===== src/rtl/fp_pkg.sv =====
// fp_pkg: shared helpers, stage payload and flag types for the fp add/sub pipeline
package fp_pkg;
  function automatic int fp_bias(input int exp_w);
    return (1 << (exp_w - 1)) - 1;
  endfunction
  function automatic int fp_width(input int exp_w, input int man_w);
    return 1 + exp_w + man_w;
  endfunction
  typedef struct packed {
    logic overflow;
    logic underflow;
    logic zero;
    logic inexact;
  } flags_t;
  typedef struct packed {
    logic       sign;
    logic [9:0] exp;
  } s2_t;
  typedef struct packed {
    logic eff_sub;
    s2_t  hdr;
  } s1_t;
endpackage


===== src/rtl/fp_lzc.sv =====
// fp_lzc: leading-zero counter, returns N for an all-zero input
module fp_lzc #(
  parameter int N = 9,
  localparam int CW = $clog2(N + 1)
) (
  input  logic [N-1:0]  d,
  output logic [CW-1:0] cnt
);
  always_comb begin
    cnt = CW'(N);
    for (int i = 0; i < N; i++) if (d[i]) cnt = CW'(N - 1 - i);
  end
endmodule


===== src/rtl/fp_addsub_pipe.sv =====
// fp_addsub_pipe: 3-stage valid/ready floating-point adder/subtractor with RNE rounding
module fp_addsub_pipe
  import fp_pkg::*;
#(
  parameter int EXP_W = 4,
  parameter int MAN_W = 4,
  localparam int W = fp_width(EXP_W, MAN_W)
) (
  input  logic         clk50M,
  input  logic         rst,
  input  logic         in_valid,
  output logic         in_ready,
  input  logic [W-1:0] a,
  input  logic [W-1:0] b,
  input  logic         sub,
  output logic         out_valid,
  input  logic         out_ready,
  output logic [W-1:0] sum,
  output logic         overflow,
  output logic         underflow,
  output logic         zero,
  output logic         inexact
);
  localparam int AW = MAN_W + 4;
  localparam int N = MAN_W + 5;
  localparam int CW = $clog2(N + 1);
  localparam int RW = MAN_W + 2;
  localparam logic signed [9:0] EMAX = 10'((1 << EXP_W) - 1);
  logic v1_q, v1_d, v2_q, v2_d, v3_q, v3_d;
  s1_t s1_q, s1_d;
  s2_t s2_q, s2_d;
  logic [AW-1:0] big_q, big_d, sml_q, sml_d;
  logic [N-1:0] r_q, r_d;
  logic [W-1:0] sum_q, sum_d;
  flags_t fl_q, fl_d;
  logic en1, en2, en3;
  logic sb, swap;
  logic [EXP_W-1:0] be, se, diff;
  logic [MAN_W-1:0] bf, sf;
  logic [AW-1:0] ext, nrm;
  logic [CW-1:0] lz;
  logic rup, inx;
  logic [RW-1:0] rnd;
  logic signed [9:0] e_f;
  assign en3 = !v3_q || out_ready;
  assign en2 = !v2_q || en3;
  assign en1 = !v1_q || en2;
  assign in_ready = rst && en1;
  assign out_valid = v3_q;
  assign sum = sum_q;
  assign {overflow, underflow, zero, inexact} = fl_q;
  always_comb begin
    sb = b[W-1] ^ sub;
    swap = b[W-2:0] > a[W-2:0];
    be = swap ? b[W-2:MAN_W] : a[W-2:MAN_W];
    se = swap ? a[W-2:MAN_W] : b[W-2:MAN_W];
    bf = swap ? b[MAN_W-1:0] : a[MAN_W-1:0];
    sf = swap ? a[MAN_W-1:0] : b[MAN_W-1:0];
    diff = be - se;
    ext = {1'b1, sf, 3'b000};
    v1_d = en1 ? in_valid : v1_q;
    s1_d = en1 ? s1_t'{eff_sub: a[W-1] ^ sb, hdr: s2_t'{sign: swap ? sb : a[W-1], exp: 10'(be)}} : s1_q;
    big_d = en1 ? (be == '0 ? AW'(0) : {1'b1, bf, 3'b000}) : big_q;
    sml_d = en1 ? (se == '0 ? AW'(0) : int'(diff) >= MAN_W + 3 ? AW'(1) :
                   (ext >> diff) | AW'(|(ext & ((AW'(1) << diff) - AW'(1))))) : sml_q;
  end
  always_comb begin
    v2_d = en2 ? v1_q : v2_q;
    s2_d = en2 ? s1_q.hdr : s2_q;
    r_d = en2 ? (s1_q.eff_sub ? {1'b0, big_q} - {1'b0, sml_q} : {1'b0, big_q} + {1'b0, sml_q}) : r_q;
  end
  fp_lzc #(.N(N)) u_lzc (.d(r_q), .cnt(lz));
  always_comb begin
    nrm = r_q[N-1] ? {r_q[N-1:2], r_q[1] | r_q[0]} : AW'(r_q << (lz - CW'(1)));
    rup = nrm[2] & (nrm[1] | nrm[0] | nrm[3]);
    inx = |nrm[2:0];
    rnd = {1'b0, nrm[AW-1:3]} + RW'(rup);
    e_f = $signed(s2_q.exp) + (r_q[N-1] ? 10'sd1 : 10'sd1 - $signed(10'(lz))) + $signed(10'(rnd[RW-1]));
    v3_d = en3 ? v2_q : v3_q;
    sum_d = en3 ? (r_q == '0 ? W'(0) :
                   e_f > EMAX ? {s2_q.sign, {(W-1){1'b1}}} :
                   e_f < 10'sd1 ? W'(0) :
                   {s2_q.sign, e_f[EXP_W-1:0], rnd[RW-1] ? rnd[MAN_W:1] : rnd[MAN_W-1:0]}) : sum_q;
    fl_d = en3 ? (r_q == '0 ? flags_t'(4'b0010) :
                  e_f > EMAX ? flags_t'{1'b1, 1'b0, 1'b0, inx} :
                  e_f < 10'sd1 ? flags_t'(4'b0111) :
                  flags_t'{1'b0, 1'b0, 1'b0, inx}) : fl_q;
  end
  always_ff @(posedge clk50M or negedge rst) begin
    if (!rst) begin
      v1_q <= 1'b0;
      v2_q <= 1'b0;
      v3_q <= 1'b0;
      s1_q <= '0;
      s2_q <= '0;
      big_q <= '0;
      sml_q <= '0;
      r_q <= '0;
      sum_q <= '0;
      fl_q <= '0;
    end else begin
      v1_q <= v1_d;
      v2_q <= v2_d;
      v3_q <= v3_d;
      s1_q <= s1_d;
      s2_q <= s2_d;
      big_q <= big_d;
      sml_q <= sml_d;
      r_q <= r_d;
      sum_q <= sum_d;
      fl_q <= fl_d;
    end
  end
endmodule


===== config.mk =====
export PLATFORM = sky130hd
export DESIGN_NAME = fp_addsub_pipe
export DESIGN_NICKNAME = d
export VERILOG_FILES = /design/src/rtl/fp_pkg.sv /design/src/rtl/fp_lzc.sv /design/src/rtl/fp_addsub_pipe.sv
export SDC_FILE = /design/constraint.sdc
export NUM_CORES = 1
export LEC_CHECK = 0
export ABC_AREA = 1
export BUFFER_PORTS_ARGS = -buffer_cell sky130_fd_sc_hd__buf_2
export CORE_UTILIZATION = 25
export DETAILED_ROUTE_END_ITERATION = 7
export PLACE_DENSITY = 0.42
export SYNTH_ARGS = -nofsm -noshare
export SYNTH_HDL_FRONTEND = slang
export SYNTH_HIERARCHICAL = 1
export SYNTH_SLANG_ARGS = --single-unit

===== constraint.sdc =====
create_clock -name clk50M -period 14.8 [get_ports clk50M]
set_clock_uncertainty 0.05 [all_clocks]
set_input_delay 2.22 -clock clk50M [delete_from_list [all_inputs] [get_ports clk50M]]
set_output_delay 2.22 -clock clk50M [all_outputs]
set_load 0.1 [all_outputs]

## After elaboration in Yosys (flattened, before gate mapping)

Cells that the tools add are included.

- Output and inout port bits: 15
- Word-level logic and storage cells: 79
- Input port bits: 23
- Register bits: 52

- Magnitude comparators: 4
- Add/sub/neg operators: 9
- Mux-type cells: 27
- Bitwise gates (word level): 8
- Shift-type cells: 3
- Reductions and logical operators: 12

Operator list:

| kind | number |
|---|---|
| $mux 4 | 15 |
| $mux 9 | 4 |
| $mux 8 | 4 |
| $add 10x2->10 | 1 |
| $add 5x10->10 | 1 |
| $gt 10x5->1 const B | 1 |
| $lt 10x2->1 const B | 1 |
| $mux 10 | 1 |
| $add 8x8->9 | 1 |
| $logic_not 9->1 | 1 |
| $shl 9x4->8 | 1 |
| $sub 8x8->9 | 1 |
| $and 8x8->8 | 1 |
| $gt 8x8->1 | 1 |
| $logic_not 4->1 | 2 |
| $or 8x1->8 | 1 |
| $reduce_or 8->1 | 1 |
| $shl 1x4->8 const A | 1 |
| $shr 8x4->8 | 1 |
| $sub 8x1->8 const B | 1 |
| $add 5x1->6 | 1 |
| $sub 1x4->5 const A | 1 |
| $ge 4x3->1 const B | 1 |
| $sub 4x1->4 const B | 1 |
| 10 further kinds | 18 |

## Depth between registers and ports, before layout

- Word-level depth: 21
- Gate-level depth with buffers: 35
- Depth with buffers taken out: 34

## Hierarchy

Netlist, hierarchy kept.

Modules (own cells, without submodules):

| module | cells each | area an instance (um2) | sequential area each (um2) | instances |
|---|---|---|---|---|
| fp_addsub_pipe | 579 | 4,007.6 | 1,226.2 | 1 |
| fp_lzc | 23 | 100.1 | 0.0 | 1 |

## Least setup slack after synthesis

Ideal clock, no wire load.

- Path type: input port to output port
- Start: input out_ready
- End: output in_ready
- Cell stages on the path: 9
- Buffers on the path: 1
- Setup slack: 8.724 ns
- Arrival: 3.806 ns
- Required time: 12.530 ns
- Cells stage by stage: nor2_1 > inv_1 > nor2_1 > inv_2 > nor2_1 > inv_1 > clkbuf_1 > nand2_1 > inv_1

- Cells in the longest elaborated chain, start to end: 4

Ends and longest elaborated chain:

| what | line | RTL |
|---|---|---|
| start, declared | fp_addsub_pipe.sv:17 | `input logic out_ready,` |
| $logic_or 1x1->1 | fp_addsub_pipe.sv:45 | `assign en3 = !v3_q \|\| out_ready;` |
| $logic_or 1x1->1 | fp_addsub_pipe.sv:46 | `assign en2 = !v2_q \|\| en3;` |
| $logic_or 1x1->1 | fp_addsub_pipe.sv:47 | `assign en1 = !v1_q \|\| en2;` |
| $logic_and 1x1->1 | fp_addsub_pipe.sv:48 | `assign in_ready = rst && en1;` |
| end, declared | fp_addsub_pipe.sv:12 | `output logic in_ready,` |

Every way passes these cells.

## Final worst setup path

Ends and elaborated chain as after synthesis.

==> Implementation_results.wiki <==
{| class="wikitable"
! Metric !! Value
|-
| Outcome || finished, final reports clean
|-
| Crit-path slowest cell || nor2_1
|-
| Library cell with the largest summed area after synthesis || dfrtp_1
|-
| Buffers on Ports || 37
|-
| Clock Latency Late Sink || 0.29 ns
|-
| Global-route wire length before repair || 17,320 um
|-
| Buffers inserted by post-CTS timing repair || 0
|-
| Yosys warnings || 6
|-
| Number of nets in the finished design || 685
|-
| Largest net degree at the start of global routing || 51
|-
| Number of sinks on the clock net || 49
|-
| Total design power || 1024 uW
|-
| Critical path launch point type || input port
|-
| Most common cell in the synthesized netlist || nand2_1
|-
| Std cell rows || 46
|-
| Net switching component of the power || 573.4 uW
|-
| Synth Flop Type || dfrtp_1
|-
| Final wirelength || 10,060 um
|-
| Ports placed on the boundary || 38
|-
| Portion of total power attributed to the clock network || 10.9%
|-
| Leakage power of the design || 0.002415 uW
|-
| Placeable core region || 15,940 um^2
|-
| Number of endpoints failing setup at the final stage || 0
|-
| Hold buffer count at CTS || 0
|-
| Max-Slew Margin vs Limit || 31.50%
|-
| Flops & latches, synth || 49
|-
| Most used standard cells in the synthesized netlist || nand2_1, inv_1, dfrtp_1
|-
| Avg Vias per Cell || 4.390
|-
| RSZ-0062 raised after global routing || no
|-
| Biggest cell delay along the critical path || 0.84 ns
|-
| Number of antenna violations at the first check in global routing || 0
|-
| Clock slew at reported path FFs || 0.06 ns
|-
| Antenna-violating nets left || 0
|-
| Fraction of power spent switching nets || 56.03%
|-
| Post-synth EDFFs || 0
|-
| Synthesized instance count || 602
|-
| All-layer global routing usage || 12.86%
|-
| Worst vdd ir || 0.0001270 V
|-
| Mean Syn Cell Area || 6.823 um^2
|-
| Async set-or-reset flop fraction in the synthesized netlist || 100.0%
|-
| Data arrival time of the critical path || 5.72 ns
|-
| Critical path origin || out_ready
|-
| Chip height || 130.2 um
|-
| Total power divided by cell area || 220.1 nW/um^2
|-
| Area overhead of the layout relative to synthesis || 13.22%
|-
| Ratio of final minimum period to clock period || 53.99%
|-
| Portion of total power attributed to sequential cells || 21.2%
|-
| DRC violations left || 0
|-
| Initial core utilization || 25.77%
|-
| Final slew viol count || 0
|-
| Maximum clock frequency || 125.1 MHz
|-
| Count of inserted antenna diode cells || 0
|-
| Total via count in the routed design || 3,740
|-
| Accumulated negative setup slack || 0 ns
|-
| Final routed wire length divided by cell count || 11.81 um
|-
| Post-Syn Area || 4108 um^2
|-
| Fraction of final layout cells with drive strength greater than 1 || 14.78%
|-
| Worst hold path class || register to register
|-
| Critical path cell sequence || buf_2 -> nor2_1 -> inv_1 -> nor2_1 -> inv_2 -> nor2_1 -> inv_1 -> nand2_1 -> inv_1 -> buf_2
|-
| Routability congestion estimate || 0.7824
|-
| Maximum buffer depth of the clock tree || 2
|-
| Max Cap Viol || 0
|-
| Floorplan die width || 130.2 um
|-
| Number of global-route vias before repair || 3,680
|-
| Post-Synthesis Net Count || 652
|-
| DIE AREA || 16,950 um^2
|-
| Initial DRT Pass Iterations || 6
|-
| Register area share after synthesis || 29.85%
|-
| Endpoint type of the worst setup path || primary output
|-
| Count of distinct cell types in the synthesized netlist || 45
|-
| Internal power component || 450.1 uW
|-
| Top cell family by delay on the critical path || simple AND/OR/NAND/NOR gates
|-
| Number of buffer and inverter instances along the worst setup path || 6
|-
| Drt initial violations || 197
|-
| Clock tree from TritonCTS || built
|-
| Fraction of power consumed by combinational cells || 67.9%
|-
| Post-detail-place hpwl || 8295 um
|-
| Number of levels the H-tree was split into || 2
|-
| Worst setup path category || input port to primary output
|-
| Clock root buffer || clkbuf_16
|-
| Critical Path RT || 12.53 ns
|-
| Number of hold violations in the final report || 0
|-
| Worst hold path startpoint || v1_q
|-
| Total of cells resized after clock tree synthesis || 0
|-
| GRT overflow || 0
|-
| Max Fanout on Critical Path || 19
|-
| Reg2reg start || r_q[0]
|-
| Post-layout min period || 7.991 ns
|-
| Top cells by area in the synthesized netlist || dfrtp_1, nand2_1, inv_1
|-
| Yosys top cell area share || 29.85%
|-
| Clock buffers created by TritonCTS || 5
|-
| Worst Tran Pin Value || 1.024 ns
|}
layout by cell type, fill, tap and decap left out, types with 2 or more instances in the layout:
cell type   count
clkbuf_16       5
o21ai_0        48
ha_1           26
a21oi_1        16
nor3_1          3
nand4_1        10
nor2_1         29
xor2_1          9
nand2_1       167
xnor2_1         4
nand2_4         4
nand3_1        45
buf_2          37
o2111ai_1       2
or2_2           6
nor4_1          2
dfrtp_1        49
a31oi_1         4
o31ai_1         3
nand2_2        24
nand3b_1        2
a21o_1          3
o22ai_1         8
inv_2           4
o21a_1          2
o31ai_2         2
inv_1          92
o211ai_1        2
o21ai_1         9
clkinvlp_4      2
final cells by class:
| class | count | area [um^2] |
|---|---|---|
| Fill cell | 1773 | 11290 |
| Sequential cell | 49 | 1226 |
| Tap cell | 216 | 270.3 |
| Clock inverter | 2 | 15.01 |
| Timing Repair Buffer | 38 | 192.7 |
| Multi-Input combinational cell | 443 | 2449 |
| Inverter | 98 | 369.1 |
| Clock buffer | 6 | 128.9 |
layer usage:
metal	global-route usage (%)	routed length [um]
met5	0	0
met4	3.078	112
met3	1.845	195
met2	23.15	4950
met1	16.05	4805
cell families after synthesis:
logic type      synth area share, %
xor+xnor                      3.564
compound gates                14.56
buf+inv                       10.54
simple gates                  33.08
fa+ha+maj                     8.407
flops                         29.85
worst paths after layout:
check	endpoint	slack [ns]	cells past startpoint
hold reg to reg	v2_q	0.40	2
setup reg to reg	sum[2]	9.44	32
setup / recovery	in_ready	6.81	10
min in group asynchronous	r_q[2]	1.98	2
max in group asynchronous	underflow	12.28	2
hold / removal	v2_q	0.40	2
state kept, by name, indices dropped and copies added, names as in the netlist:
| signal | cells |
|---|---|
| sum | 9 |
| underflow | 1 |
| sml_q | 8 |
| zero | 1 |
| v2_q | 1 |
| overflow | 1 |
| s1_q | 6 |
| out_valid | 1 |
| s2_q | 5 |
| v1_q | 1 |
| r_q | 9 |
| big_q | 5 |
| inexact | 1 |
stage by stage:
stage	hold WS (ns)	std cells	cell area (um^2)	utilization [%]	worst slack, ns
after floorplan	0.3729	602	4108	-	8.724
after global placement	0.4091	844	4507	28.27	6.782
after detailed placement	0.3932	844	4507	28.27	6.650
after CTS	0.4104	852	4651	29.17	6.633
after global routing	0.4407	852	4651	29.17	6.224
final	0.4027	852	4651	29.17	6.809
power by group through the flow:
stage / Combinational (uW) / Sequential (uW) / Clock, uW
2_1_floorplan: 452 / 334 / 0
3_3_place_gp: 694 / 220 / 0
3_5_place_dp: 700 / 220 / 0
4_1_cts: 702 / 217 / 116
5_1_grt: 795 / 223 / 121
6_report: 695 / 217 / 112
tightest hold or removal path: cells and delay by family (launching register included):
kind / cells / cell delay (ns)
flip-flops: 1 / 0.32
buffers and inverters: 1 / 0.05
AND/OR/NAND/NOR: 1 / 0.05
Power figures use the tool's default switching activity.
